[config.mk]
export PLATFORM = sky130hd
export DESIGN_NAME = cache_arbiter_flat
export DESIGN_NICKNAME = d
export VERILOG_FILES = /design/src/rtl/cache_arbiter_pkg.sv /design/src/rtl/cache_arbiter_if.sv /design/src/rtl/cache_arbiter_rr_pick2.sv /design/src/rtl/cache_arbiter.sv /design/src/flat_wrapper.sv
export SDC_FILE = /design/constraint.sdc
export NUM_CORES = 1
export LEC_CHECK = 0
export CORE_MARGIN = 1
export CORE_UTILIZATION = 42
export DETAILED_ROUTE_END_ITERATION = 7
export PLACE_DENSITY = 0.89
export SLEW_MARGIN = 20
export SYNTH_ARGS = -nofsm -noshare
export SYNTH_HDL_FRONTEND = slang
export SYNTH_SLANG_ARGS = --single-unit
[constraint.sdc]
create_clock -name clk -period 2.11 [get_ports clk]
set_input_delay 0.5275 -clock clk [delete_from_list [all_inputs] [get_ports clk]]
set_output_delay 0.5275 -clock clk [all_outputs]
set_load 0.05 [all_outputs]
[src/rtl/cache_arbiter_pkg.sv]
// Shared constants for the two-port cache arbiter: FSM encoding, port indices and defaults.
package cache_arb_pkg;

    typedef logic [1:0] arb_state_t;

    localparam arb_state_t IDLE  = 2'd0;
    localparam arb_state_t ISSUE = 2'd1;
    localparam arb_state_t WAIT  = 2'd2;
    localparam arb_state_t GAP   = 2'd3;

    localparam logic P_IF   = 1'b0;
    localparam logic P_DATA = 1'b1;

    localparam int DEFAULT_TIMEOUT = 32;

endpackage

[src/rtl/cache_arbiter_if.sv]
// Requester buses of both ports plus the cache-side lines, seen from the arbiter (slave)
// and from the requesters/cache (master).
interface cache_arbiter_if #(
    parameter int d_width = 8,
    parameter int a_width = 8
);
    logic               req0;
    logic               req1;
    logic               rw0;
    logic               rw1;
    logic [a_width-1:0] addr0;
    logic [a_width-1:0] addr1;
    logic [d_width-1:0] wdata0;
    logic [d_width-1:0] wdata1;
    logic               ack0;
    logic               ack1;
    logic               err0;
    logic               err1;
    logic [d_width-1:0] rdata0;
    logic [d_width-1:0] rdata1;
    logic [a_width-1:0] c_addr;
    logic [d_width-1:0] c_wdata;
    logic               c_rw;
    logic               c_ce;
    logic [d_width-1:0] c_rdata;
    logic               c_odv;
    logic               busy;

    modport slave (
        input  req0, req1, rw0, rw1, addr0, addr1, wdata0, wdata1, c_rdata, c_odv,
        output ack0, ack1, err0, err1, rdata0, rdata1, c_addr, c_wdata, c_rw, c_ce, busy
    );

    modport master (
        output req0, req1, rw0, rw1, addr0, addr1, wdata0, wdata1, c_rdata, c_odv,
        input  ack0, ack1, err0, err1, rdata0, rdata1, c_addr, c_wdata, c_rw, c_ce, busy
    );

endinterface

[src/rtl/cache_arbiter_rr_pick2.sv]
// Two-way round-robin picker: a lone requester wins, a tie goes to the port that did not win last.
module rr_pick2
    import cache_arb_pkg::*;
(
    input  logic req0,
    input  logic req1,
    input  logic last,
    output logic valid,
    output logic winner
);

    assign valid  = req0 | req1;
    assign winner = (req0 & req1) ? ~last : (req1 ? P_DATA : P_IF);

endmodule

[src/rtl/cache_arbiter.sv]
// Round-robin arbiter sharing one cache between the fetch port (0) and the data port (1),
// with a one-cycle chip-enable gap between transactions and a watchdog abort.
module cache_arbiter
    import cache_arb_pkg::*;
#(
    parameter int d_width = 8,
    parameter int a_width = 8,
    parameter int timeout = DEFAULT_TIMEOUT
) (
    input  logic           clk,
    input  logic           clr,
    cache_arbiter_if.slave bus
);

    localparam int CW = $clog2(timeout);

    arb_state_t         state_q, state_d;
    logic               gnt_q, gnt_d;
    logic               last_q, last_d;
    logic [CW-1:0]      wdCnt_q, wdCnt_d;
    logic [a_width-1:0] cAddr_q, cAddr_d;
    logic [d_width-1:0] cWdata_q, cWdata_d;
    logic               cRw_q, cRw_d;
    logic               cCe_q;
    logic               busy_q;
    logic [d_width-1:0] rdata0_q, rdata0_d;
    logic [d_width-1:0] rdata1_q, rdata1_d;
    logic               ack0_q, ack0_d;
    logic               ack1_q, ack1_d;
    logic               err0_q, err0_d;
    logic               err1_q, err1_d;
    logic               pickValid;
    logic               pickWinner;

    rr_pick2 u_pick (
        .req0   (bus.req0),
        .req1   (bus.req1),
        .last   (last_q),
        .valid  (pickValid),
        .winner (pickWinner)
    );

    // The c_* registers double as the latched copy of the granted request.
    always_comb begin
        state_d  = state_q;
        gnt_d    = gnt_q;
        last_d   = last_q;
        wdCnt_d  = wdCnt_q;
        cAddr_d  = cAddr_q;
        cWdata_d = cWdata_q;
        cRw_d    = cRw_q;
        rdata0_d = rdata0_q;
        rdata1_d = rdata1_q;
        ack0_d   = 1'b0;
        ack1_d   = 1'b0;
        err0_d   = 1'b0;
        err1_d   = 1'b0;

        case (state_q)
            IDLE: begin
                if (pickValid) begin
                    gnt_d    = pickWinner;
                    last_d   = pickWinner;
                    cAddr_d  = (pickWinner == P_DATA) ? bus.addr1 : bus.addr0;
                    cRw_d    = (pickWinner == P_DATA) ? bus.rw1 : bus.rw0;
                    cWdata_d = cRw_d ? '0 : ((pickWinner == P_DATA) ? bus.wdata1 : bus.wdata0);
                    state_d  = ISSUE;
                end
            end
            ISSUE: begin
                wdCnt_d = '0;
                state_d = WAIT;
            end
            WAIT: begin
                if (bus.c_odv) begin
                    if (cRw_q) begin
                        if (gnt_q == P_DATA) rdata1_d = bus.c_rdata;
                        else                 rdata0_d = bus.c_rdata;
                    end
                    ack0_d  = (gnt_q == P_IF);
                    ack1_d  = (gnt_q == P_DATA);
                    state_d = GAP;
                end else if (wdCnt_q == CW'(timeout - 1)) begin
                    ack0_d  = (gnt_q == P_IF);
                    ack1_d  = (gnt_q == P_DATA);
                    err0_d  = (gnt_q == P_IF);
                    err1_d  = (gnt_q == P_DATA);
                    state_d = GAP;
                end else begin
                    wdCnt_d = wdCnt_q + 1'b1;
                end
            end
            GAP: begin
                state_d = IDLE;
            end
            default: begin
                state_d = IDLE;
            end
        endcase
    end

    // Chip enable and busy are registered from the next state so they line up with it.
    always_ff @(posedge clk) begin
        if (clr) begin
            state_q  <= IDLE;
            gnt_q    <= 1'b0;
            last_q   <= 1'b1;
            wdCnt_q  <= '0;
            cAddr_q  <= '0;
            cWdata_q <= '0;
            cRw_q    <= 1'b0;
            cCe_q    <= 1'b0;
            busy_q   <= 1'b0;
            rdata0_q <= '0;
            rdata1_q <= '0;
            ack0_q   <= 1'b0;
            ack1_q   <= 1'b0;
            err0_q   <= 1'b0;
            err1_q   <= 1'b0;
        end else begin
            state_q  <= state_d;
            gnt_q    <= gnt_d;
            last_q   <= last_d;
            wdCnt_q  <= wdCnt_d;
            cAddr_q  <= cAddr_d;
            cWdata_q <= cWdata_d;
            cRw_q    <= cRw_d;
            cCe_q    <= (state_d == ISSUE) || (state_d == WAIT);
            busy_q   <= (state_d != IDLE);
            rdata0_q <= rdata0_d;
            rdata1_q <= rdata1_d;
            ack0_q   <= ack0_d;
            ack1_q   <= ack1_d;
            err0_q   <= err0_d;
            err1_q   <= err1_d;
        end
    end

    assign bus.ack0    = ack0_q;
    assign bus.ack1    = ack1_q;
    assign bus.err0    = err0_q;
    assign bus.err1    = err1_q;
    assign bus.rdata0  = rdata0_q;
    assign bus.rdata1  = rdata1_q;
    assign bus.c_addr  = cAddr_q;
    assign bus.c_wdata = cWdata_q;
    assign bus.c_rw    = cRw_q;
    assign bus.c_ce    = cCe_q;
    assign bus.busy    = busy_q;

endmodule

[src/flat_wrapper.sv]
// flat-port wrapper written by rule: the top's interface ports become plain ports
module cache_arbiter_flat import cache_arb_pkg::*;
#(
    parameter int d_width = 8,
    parameter int a_width = 8,
    parameter int timeout = DEFAULT_TIMEOUT
)
  (clk, clr, bus_req0, bus_req1, bus_rw0, bus_rw1, bus_addr0, bus_addr1, bus_wdata0, bus_wdata1, bus_c_rdata, bus_c_odv, bus_ack0, bus_ack1, bus_err0, bus_err1, bus_rdata0, bus_rdata1, bus_c_addr, bus_c_wdata, bus_c_rw, bus_c_ce, bus_busy);
  cache_arbiter_if #(.d_width(d_width), .a_width(a_width)) bus_i ();
  input  logic clk;
  input  logic clr;
  input wire logic [$bits(bus_i.req0)-1:0] bus_req0;
  input wire logic [$bits(bus_i.req1)-1:0] bus_req1;
  input wire logic [$bits(bus_i.rw0)-1:0] bus_rw0;
  input wire logic [$bits(bus_i.rw1)-1:0] bus_rw1;
  input wire logic [$bits(bus_i.addr0)-1:0] bus_addr0;
  input wire logic [$bits(bus_i.addr1)-1:0] bus_addr1;
  input wire logic [$bits(bus_i.wdata0)-1:0] bus_wdata0;
  input wire logic [$bits(bus_i.wdata1)-1:0] bus_wdata1;
  input wire logic [$bits(bus_i.c_rdata)-1:0] bus_c_rdata;
  input wire logic [$bits(bus_i.c_odv)-1:0] bus_c_odv;
  output wire logic [$bits(bus_i.ack0)-1:0] bus_ack0;
  output wire logic [$bits(bus_i.ack1)-1:0] bus_ack1;
  output wire logic [$bits(bus_i.err0)-1:0] bus_err0;
  output wire logic [$bits(bus_i.err1)-1:0] bus_err1;
  output wire logic [$bits(bus_i.rdata0)-1:0] bus_rdata0;
  output wire logic [$bits(bus_i.rdata1)-1:0] bus_rdata1;
  output wire logic [$bits(bus_i.c_addr)-1:0] bus_c_addr;
  output wire logic [$bits(bus_i.c_wdata)-1:0] bus_c_wdata;
  output wire logic [$bits(bus_i.c_rw)-1:0] bus_c_rw;
  output wire logic [$bits(bus_i.c_ce)-1:0] bus_c_ce;
  output wire logic [$bits(bus_i.busy)-1:0] bus_busy;
  assign bus_i.req0 = bus_req0;
  assign bus_i.req1 = bus_req1;
  assign bus_i.rw0 = bus_rw0;
  assign bus_i.rw1 = bus_rw1;
  assign bus_i.addr0 = bus_addr0;
  assign bus_i.addr1 = bus_addr1;
  assign bus_i.wdata0 = bus_wdata0;
  assign bus_i.wdata1 = bus_wdata1;
  assign bus_i.c_rdata = bus_c_rdata;
  assign bus_i.c_odv = bus_c_odv;
  assign bus_ack0 = bus_i.ack0;
  assign bus_ack1 = bus_i.ack1;
  assign bus_err0 = bus_i.err0;
  assign bus_err1 = bus_i.err1;
  assign bus_rdata0 = bus_i.rdata0;
  assign bus_rdata1 = bus_i.rdata1;
  assign bus_c_addr = bus_i.c_addr;
  assign bus_c_wdata = bus_i.c_wdata;
  assign bus_c_rw = bus_i.c_rw;
  assign bus_c_ce = bus_i.c_ce;
  assign bus_busy = bus_i.busy;
  cache_arbiter #(.d_width(d_width), .a_width(a_width), .timeout(timeout)) u_core (.clk(clk), .clr(clr), .bus(bus_i));
endmodule
==> impl_metrics.toml <==
[outcome]
status = "complete, but fails checks"
violations = "design-rule violations"

[cells_and_area]
drive_gt1_frac = 0.0621
multi_input_area_um2 = 956
area_growth_pct = 51.3
n_antenna_cell = 0
fin_nets = 376
num-fill-cells = 358
seqCellArea_um2 = 961
final_core_util = 0.680
final_cells = 374

[global_route]
grt_pass1_wl_um = 8380
grt_max_degree = 30
use_met1 = 0.249
antenna_found_initial = 0
grt_use_met3 = 0.0703
grt_busiest_layer = "met2"
grt-ovfl-total = 0
grt_pass1_vias = 1894
use_met2 = 0.347
grt_use_total = 0.210

[worst_setup_path]
critPathMaxFanout = 2
critical_path.startpoint_type = "flop"
critPathBufInv = 1
crit_start = "u_core.bus.c_wdata[7]"
max_stage_delay_ns = 0.82
reg2reg_setup_slack_ns = 0.18
cp_slowest_cell = "clkdlybuf4s50_1"
critPathCaptureType = "output pin"
cp.arrival_ns = 1.49
critPathCapture = "bus_c_wdata[7]"
r2r_end = "u_core.bus.c_ce"
crit_chain = "clkdlybuf4s50_1"
critical_path_class = "reg -> out"
worst-r2r-cell-count = 8
crit_cells = 1
cp_top_family = "buffers and inverters"
rr_startpoint = "u_core.wdCnt_q[0]"
worstPathRequired_ns = 1.58

[cts]
clkSlewWorstSetupHoldPaths_ns = 0.09
cts_tree = "done"
cts_buffer_depth = 2
cts.sinks = 48
cts-resized-gates = 0
post_cts_buffers = 0
numCtsBuffers = 5
h-tree-depth = 2
clock_latency_ns = 0.31
postCtsHoldBufs = 0
cts_root_buffer = "clkbuf_8"

[place]
gp_congestion = 0.755
dp_hpwl_um = 3560
port-buffer-count = 85
dp.cells = 367

[run]
maxCapViolCount = 0

[timing]
max_slew.worst_pin.slew_ns = 0.517
maxSlewViolCount = 0
finalClockSkew_ns = 0.00644
setup_violations = 0
timing.fmax_ghz = 0.496
hold_viol_final = 0
min_period_ns = 2.02
fin_crit_sh = 0.956
slew_headroom = 0.655
tns_ns = 0
rsz0062_at_grt = "false"

[synthesis]
muxShareOfSynthArea = 0.0396
synth_xor_area_frac = 0
netlist-cell-type-count = 37
yosys.area_share.simple = 0.189
synth_seq_cells = 48
syn_inst = 236
post_synth_instance_area_um2 = 2020
ys_seq_area_frac = 0.475
synth_fa_ha_area_frac = 0.0433
synth_top_family_by_area = "compound AO/OA/AOI/OAI gates"
synth_nets = 290
syn_area_per_cell_um2 = 8.57
synth_compound_area_frac = 0.201
yosysWarnings = 0

[routing]
routedWlPerCell_um = 13.0
drt_iter0_markers = 102
ant_nets = 0
vias = 1955
finalWirelength_um = 4860
firstDrtPassIters = 6
drc = 5
drt-vias-per-instance = 5.23

[die]
io_pins = 86
dieArea_um2 = 5100
fp.dieW_um = 71.4
initial_utilization = 0.449
die_h_um = 71.4
core_area_um2 = 4500
placementRows = 24

[power]
p_leak_nw = 1.16
peakVddDrop_uv = 649
power_density_nw_per_um2 = 1100

[min_path]
hp-class = "reg -> reg"
cell usage in the layout (no fill, tap or decap), types with 2 or more instances in the layout:
master,netlist,final
nand2_1,62,62
ha_1,7,7
a21oi_1,22,22
o221a_2,2,2
mux2i_1,8,8
a31oi_1,8,8
clkdlybuf4s50_1,0,84
dfxtp_1,48,48
nand2b_1,3,3
o21ai_0,12,12
bufinv_16,0,2
o32ai_1,8,8
inv_1,7,7
nor3_1,3,3
o21a_1,2,2
buf_4,0,8
nor2_1,9,9
nor2b_1,2,2
clkbuf_8,0,5
flip-flops by register name, summed over array words and instances, names as in the netlist, 2 cells and up:
name                flops
u_core.bus.c_addr       8
u_core.bus.c_wdata      8
u_core.bus.rdata0       8
u_core.bus.rdata1       8
u_core.wdCnt_q          5
u_core.state_q          2
how the worst min path moves through the flow:
stage | start | endpoint | slack (ns) | cells past startpoint
finish | u_core.bus.rdata1[5] | u_core.bus.rdata1[5] | 0.46 | 2
global route | u_core.bus.rdata1[0] | u_core.bus.rdata1[0] | 0.48 | 2
CTS | u_core.bus.rdata1[7] | u_core.bus.rdata1[7] | 0.46 | 2
detailed placement | u_core.bus.rdata1[7] | u_core.bus.rdata1[7] | 0.45 | 2
global placement | u_core.bus.rdata0[4] | u_core.bus.rdata0[4] | 0.44 | 2
floorplan | u_core.wdCnt_q[4] | u_core.wdCnt_q[4] | 0.45 | 2
per-layer routing:
metal	up-vias	wire length (um)
li1	998	-
met4	0	78
met1	870	2100
met5	-	0
met2	80	2270
met3	7	409
area by class of cell:
class | instances | share of cell area
clock buffers | 5 | 0.0225
clock inverters | 2 | 0.0196
inverters | 8 | 0.00981
multi-input cells | 166 | 0.312
flip-flops and latches | 48 | 0.314
well taps | 52 | 0.0213
repair buffers | 93 | 0.301
per-stage QoR:
step | power [mW] | hold WS, ns | cell area (um^2) | worst slack [ns]
floorplan | 2.12 | 0.454 | 2020 | 0.335
finish | 3.38 | 0.462 | 3060 | 0.0934
global placement | 2.59 | 0.442 | 2930 | 0.0849
detailed placement | 2.63 | 0.447 | 2930 | 0.0303
global route | 3.56 | 0.478 | 3060 | 0.00559
CTS | 3.41 | 0.459 | 3060 | 0.0936
cell usage after synthesis:
cell type  number  share of area
a21bo_1         1         0.0049
a21bo_2         1         0.0049
a21boi_1        1         0.0037
a21oi_1        22          0.054
a221o_1         1         0.0049
a22oi_1         1         0.0037
a311oi_1        1         0.0043
a31oi_1         8          0.025
and3_1          1         0.0031
and4_1          1         0.0043
and4b_1         1         0.0049
buf_2           1         0.0025
buf_6           3          0.017
clkbuf_1       10          0.019
clkinv_1        1         0.0019
dfxtp_1        48           0.47
ha_1            7          0.043
inv_1           7          0.013
mux2i_1         8          0.040
nand2_1        62           0.12
nand2b_1        3         0.0093
nand3_1         1         0.0025
nand4_1         1         0.0031
nand4b_1        1         0.0043
nor2_1          9          0.017
nor2b_1         2         0.0062
nor3_1          3         0.0074
nor3b_1         1         0.0037
o21a_1          2         0.0074
o21ai_0        12          0.030
o221a_2         2          0.011
o221ai_1        1         0.0043
o22ai_1         1         0.0031
o32a_1          1         0.0049
o32ai_1         8          0.035
or3b_2          1         0.0043
or4_1           1         0.0037
kinds of logic (layout without fill, tap and decap cells):
logic type,after synthesis,in the layout
flip-flops,48,48
buffers and inverters,22,108
multiplexers,8,8
AND/OR/NAND/NOR,88,88
AO/OA/AOI/OAI,63,63
adder cells (fa/ha/maj),7,7
report_power, final:
group / switching (mW) / internal, mW / total, mW / leakage [nW]
Sequential: 0.0978 / 1.06 / 1.16 / 0.391
Combinational: 0.887 / 0.573 / 1.46 / 0.704
Clock: 0.299 / 0.466 / 0.766 / 0.0642
(Power assumes the default switching activity.)
==> patch (same flow settings) <==
`a_width` is set to 8 in 3 places; all go to 12.
--- a/src/rtl/cache_arbiter_if.sv
+++ b/src/rtl/cache_arbiter_if.sv
@@ -4,3 +4,3 @@
     parameter int d_width = 8,
-    parameter int a_width = 8
+    parameter int a_width = 12
 );
--- a/src/rtl/cache_arbiter.sv
+++ b/src/rtl/cache_arbiter.sv
@@ -6,3 +6,3 @@
     parameter int d_width = 8,
-    parameter int a_width = 8,
+    parameter int a_width = 12,
     parameter int timeout = DEFAULT_TIMEOUT
--- a/src/flat_wrapper.sv
+++ b/src/flat_wrapper.sv
@@ -4,3 +4,3 @@
     parameter int d_width = 8,
-    parameter int a_width = 8,
+    parameter int a_width = 12,
     parameter int timeout = DEFAULT_TIMEOUT
Ports: changed (resized bus_addr0, bus_addr1 and bus_c_addr); port bits go from 86 to 98. No check against the original RTL was run, so the function may have changed too.
==> patch against the original RTL <==
  * Utilization is 0.83 points higher
  * Cell count is 13% higher
  * Count of clock-buffer cells in the layout is 1 higher
  * Final area is 8.9% higher
  * Clock skew hardly changed
  * Non-clock buffer count is 13 higher
  * Total power is 5.7% higher
  * Die area is 6.9% higher
  * Worst setup slack worse by 8.6 ps
  * Synthesized area is 7.1% higher
  * Wire length is 17% higher
  * First-iteration DRC count is 30% lower
  * Sequential cell count is 4 higher
==> patch: results (changes against the original RTL) <==
\begin{tabular}{lr}
\hline
Metric & Value \\
\hline
\multicolumn{2}{l}{\textbf{Run status}} \\
Status & completed \\
\multicolumn{2}{l}{\textbf{Timing}} \\
Setup skew after layout & 6.60 ps (+0.156 ps) \\
Worst slew margin relative to its limit & 65.0\% (-0.49 points) \\
\multicolumn{2}{l}{\textbf{Placement}} \\
Detailed Place HPWL & 4330 µm (+22\%) \\
Post-Place Setup Slack & 0.0906 ps (-30.2 ps) \\
DP Cell Count & 413 (+13\%) \\
Count of buffers inserted at the top-level ports & 97 (+14\%) \\
Weighted congestion reported at the end of routability-driven placement & 0.801 (+6.0\%) \\
Cell area after placement & 0.00324 mm² (+10\%) \\
\multicolumn{2}{l}{\textbf{Layout}} \\
Max reg flops & 12 \\
Fill cell instance count of the final layout & 376 (+5.0\%) \\
Share of final-layout standard cells stronger than drive strength 1 & 6.21\% (about the same) \\
\multicolumn{2}{l}{\textbf{Min path}} \\
Path category of the worst min-delay check & reg -> reg \\
\multicolumn{2}{l}{\textbf{Worst setup path}} \\
Crit-path leading delay family & buffers and inverters \\
Delay of the slowest cell on the worst path & 820 ps (about the same) \\
Critical path arrival & 1500 ps \\
Cell at the slowest stage of the critical path & clkdlybuf4s50\_1 \\
\multicolumn{2}{l}{\textbf{Power and ir drop}} \\
Cell leakage power & 1.26 nW (+8.7\%) \\
Internal cell power & 2.08 mW (-0.85\%) \\
VDD IR max & 0.818 mV (+26\%) \\
\multicolumn{2}{l}{\textbf{Yosys}} \\
Prevailing post-synth register cell & dfxtp\_1 \\
Top area cells in the synthesized netlist & dfxtp\_1, nand2\_1, a21oi\_1 \\
Unique masters post-synth & 39 (+5.4\%) \\
Yosys warning total & 0 (unchanged) \\
Fraction of registers with async set/reset & 0\% (unchanged) \\
Top cells by count, synth & nand2\_1, dfxtp\_1, a21oi\_1 \\
Number of nets produced by synthesis & 318 (+9.7\%) \\
Top-count cell post-synth & nand2\_1 \\
Post-Syn Instances & 256 (+8.5\%) \\
Portion of the post-synthesis area used by sequential elements & 48.0\% (+0.54 points) \\
\multicolumn{2}{l}{\textbf{Global routing}} \\
Largest net degree at the start of global routing & 31 (+3.3\%) \\
Vias in the first global route & 2118 (+12\%) \\
Wire length of the first global-routing pass & 9140 µm (+9.0\%) \\
Total routing resource utilization after global routing & 21.9\% (+0.88 points) \\
\multicolumn{2}{l}{\textbf{CTS}} \\
Insertion delay to the later sink of the worst-skew pair & 300 ps \\
CTS clk-pin slew, worst paths & 90 ps (about the same) \\
Clock tree buffer depth & 2 (unchanged) \\
H-tree depth & 2 (unchanged) \\
Number of CTS-inserted buffers & 5 (unchanged) \\
CTS Root Buffer Type & clkbuf\_8 \\
Number of buffers added for setup after CTS & 0 (unchanged) \\
\multicolumn{2}{l}{\textbf{Drt}} \\
Mean routed wirelength per cell & 13.5 µm (+4.0\%) \\
Initial drt markers & 71 (-30\%) \\
Number of vias per cell & 5.20 (-0.44\%) \\
DR pass1 iterations & 4 (-2) \\
Vias & 2191 (+12\%) \\
\hline
\end{tabular}
-- patch: cell count changes after synthesis, moves of 4 or more --
cell,change
o21ai_1,+13
nand2_1,+9
o21ai_0,-9
a31oi_1,+5
buf_1,+4
dfxtp_1,+4
-- patch: per-stage QoR --
| step | power [mW] | util [%] |
|---|---|---|
| detailed placement | 3.01 | 66.8 |
| floorplan | 2.40 | - |
| global placement | 2.96 | 66.8 |
| finish | 3.58 | 68.8 |
| global route | 3.77 | 68.8 |
| CTS | 3.60 | 68.8 |
-- patch: path summary, 6_finish.rpt --
check                                startpoint                                end  slack [ps]  depth (start not counted)
max          u_core.bus.c_wdata[3]$_SDFFE_PP0P_                     bus_c_wdata[3]          80                          1
min           u_core.bus.rdata0[0]$_SDFFE_PP0P_  u_core.bus.rdata0[0]$_SDFFE_PP0P_         460                          2
max reg2reg      u_core.wdCnt_q[0]$_SDFFE_PP0P_         u_core.bus.c_ce$_SDFF_PP0_         190                          8
min reg2reg   u_core.bus.rdata0[0]$_SDFFE_PP0P_  u_core.bus.rdata0[0]$_SDFFE_PP0P_         460                          2
-- patch: tightest hold or removal path, stage by stage, from the launching register on --
cell and delay [ps]:
dfxtp_1 320, nand2_1 50, a21oi_1 50
-- patch: cells by family (layout without fill, tap and decap cells) --
kind of cell,after synthesis,in the layout,share of synthesized area (%)
simple gates,95,95,18.8
buf+inv,23,121,4.56
flops,52,52,48.0
mux,8,8,3.70
fa+ha+maj,7,7,4.04
compound gates,71,71,20.9
-- patch: cell type report --
| cell class | count | area share [%] |
|---|---|---|
| Timing Repair Buffer | 106 | 31.8 |
| Inverter | 7 | 0.788 |
| Tap cell | 67 | 2.51 |
| Clock buffer | 6 | 2.48 |
| Multi-Input combinational cell | 181 | 30.8 |
| Sequential cell | 52 | 31.2 |
| Clock inverter | 2 | 0.413 |
-- patch: power by group through the flow --
| stage | registers (mW) | logic [mW] | clock network, mW |
|---|---|---|---|
| after floorplan | 1.79 | 0.617 | 0 |
| after global placement | 1.29 | 1.67 | 0 |
| after detailed placement | 1.30 | 1.71 | 0 |
| after CTS | 1.28 | 1.72 | 0.606 |
| after global routing | 1.30 | 1.82 | 0.650 |
| final | 1.28 | 1.71 | 0.591 |
-- patch: routing by layer --
metal / wire length (µm) / vias up / share of wire [%] / GRT usage (%)
met3: 563 / 7 / 9.9 / 9.33
met5: 0 / - / 0 / 0
met2: 2800 / 109 / 49 / 37.1
met4: 57 / 0 / 1.0 / 7.05
met1: 2270 / 984 / 40 / 24.8
li1: - / 1091 / - / -
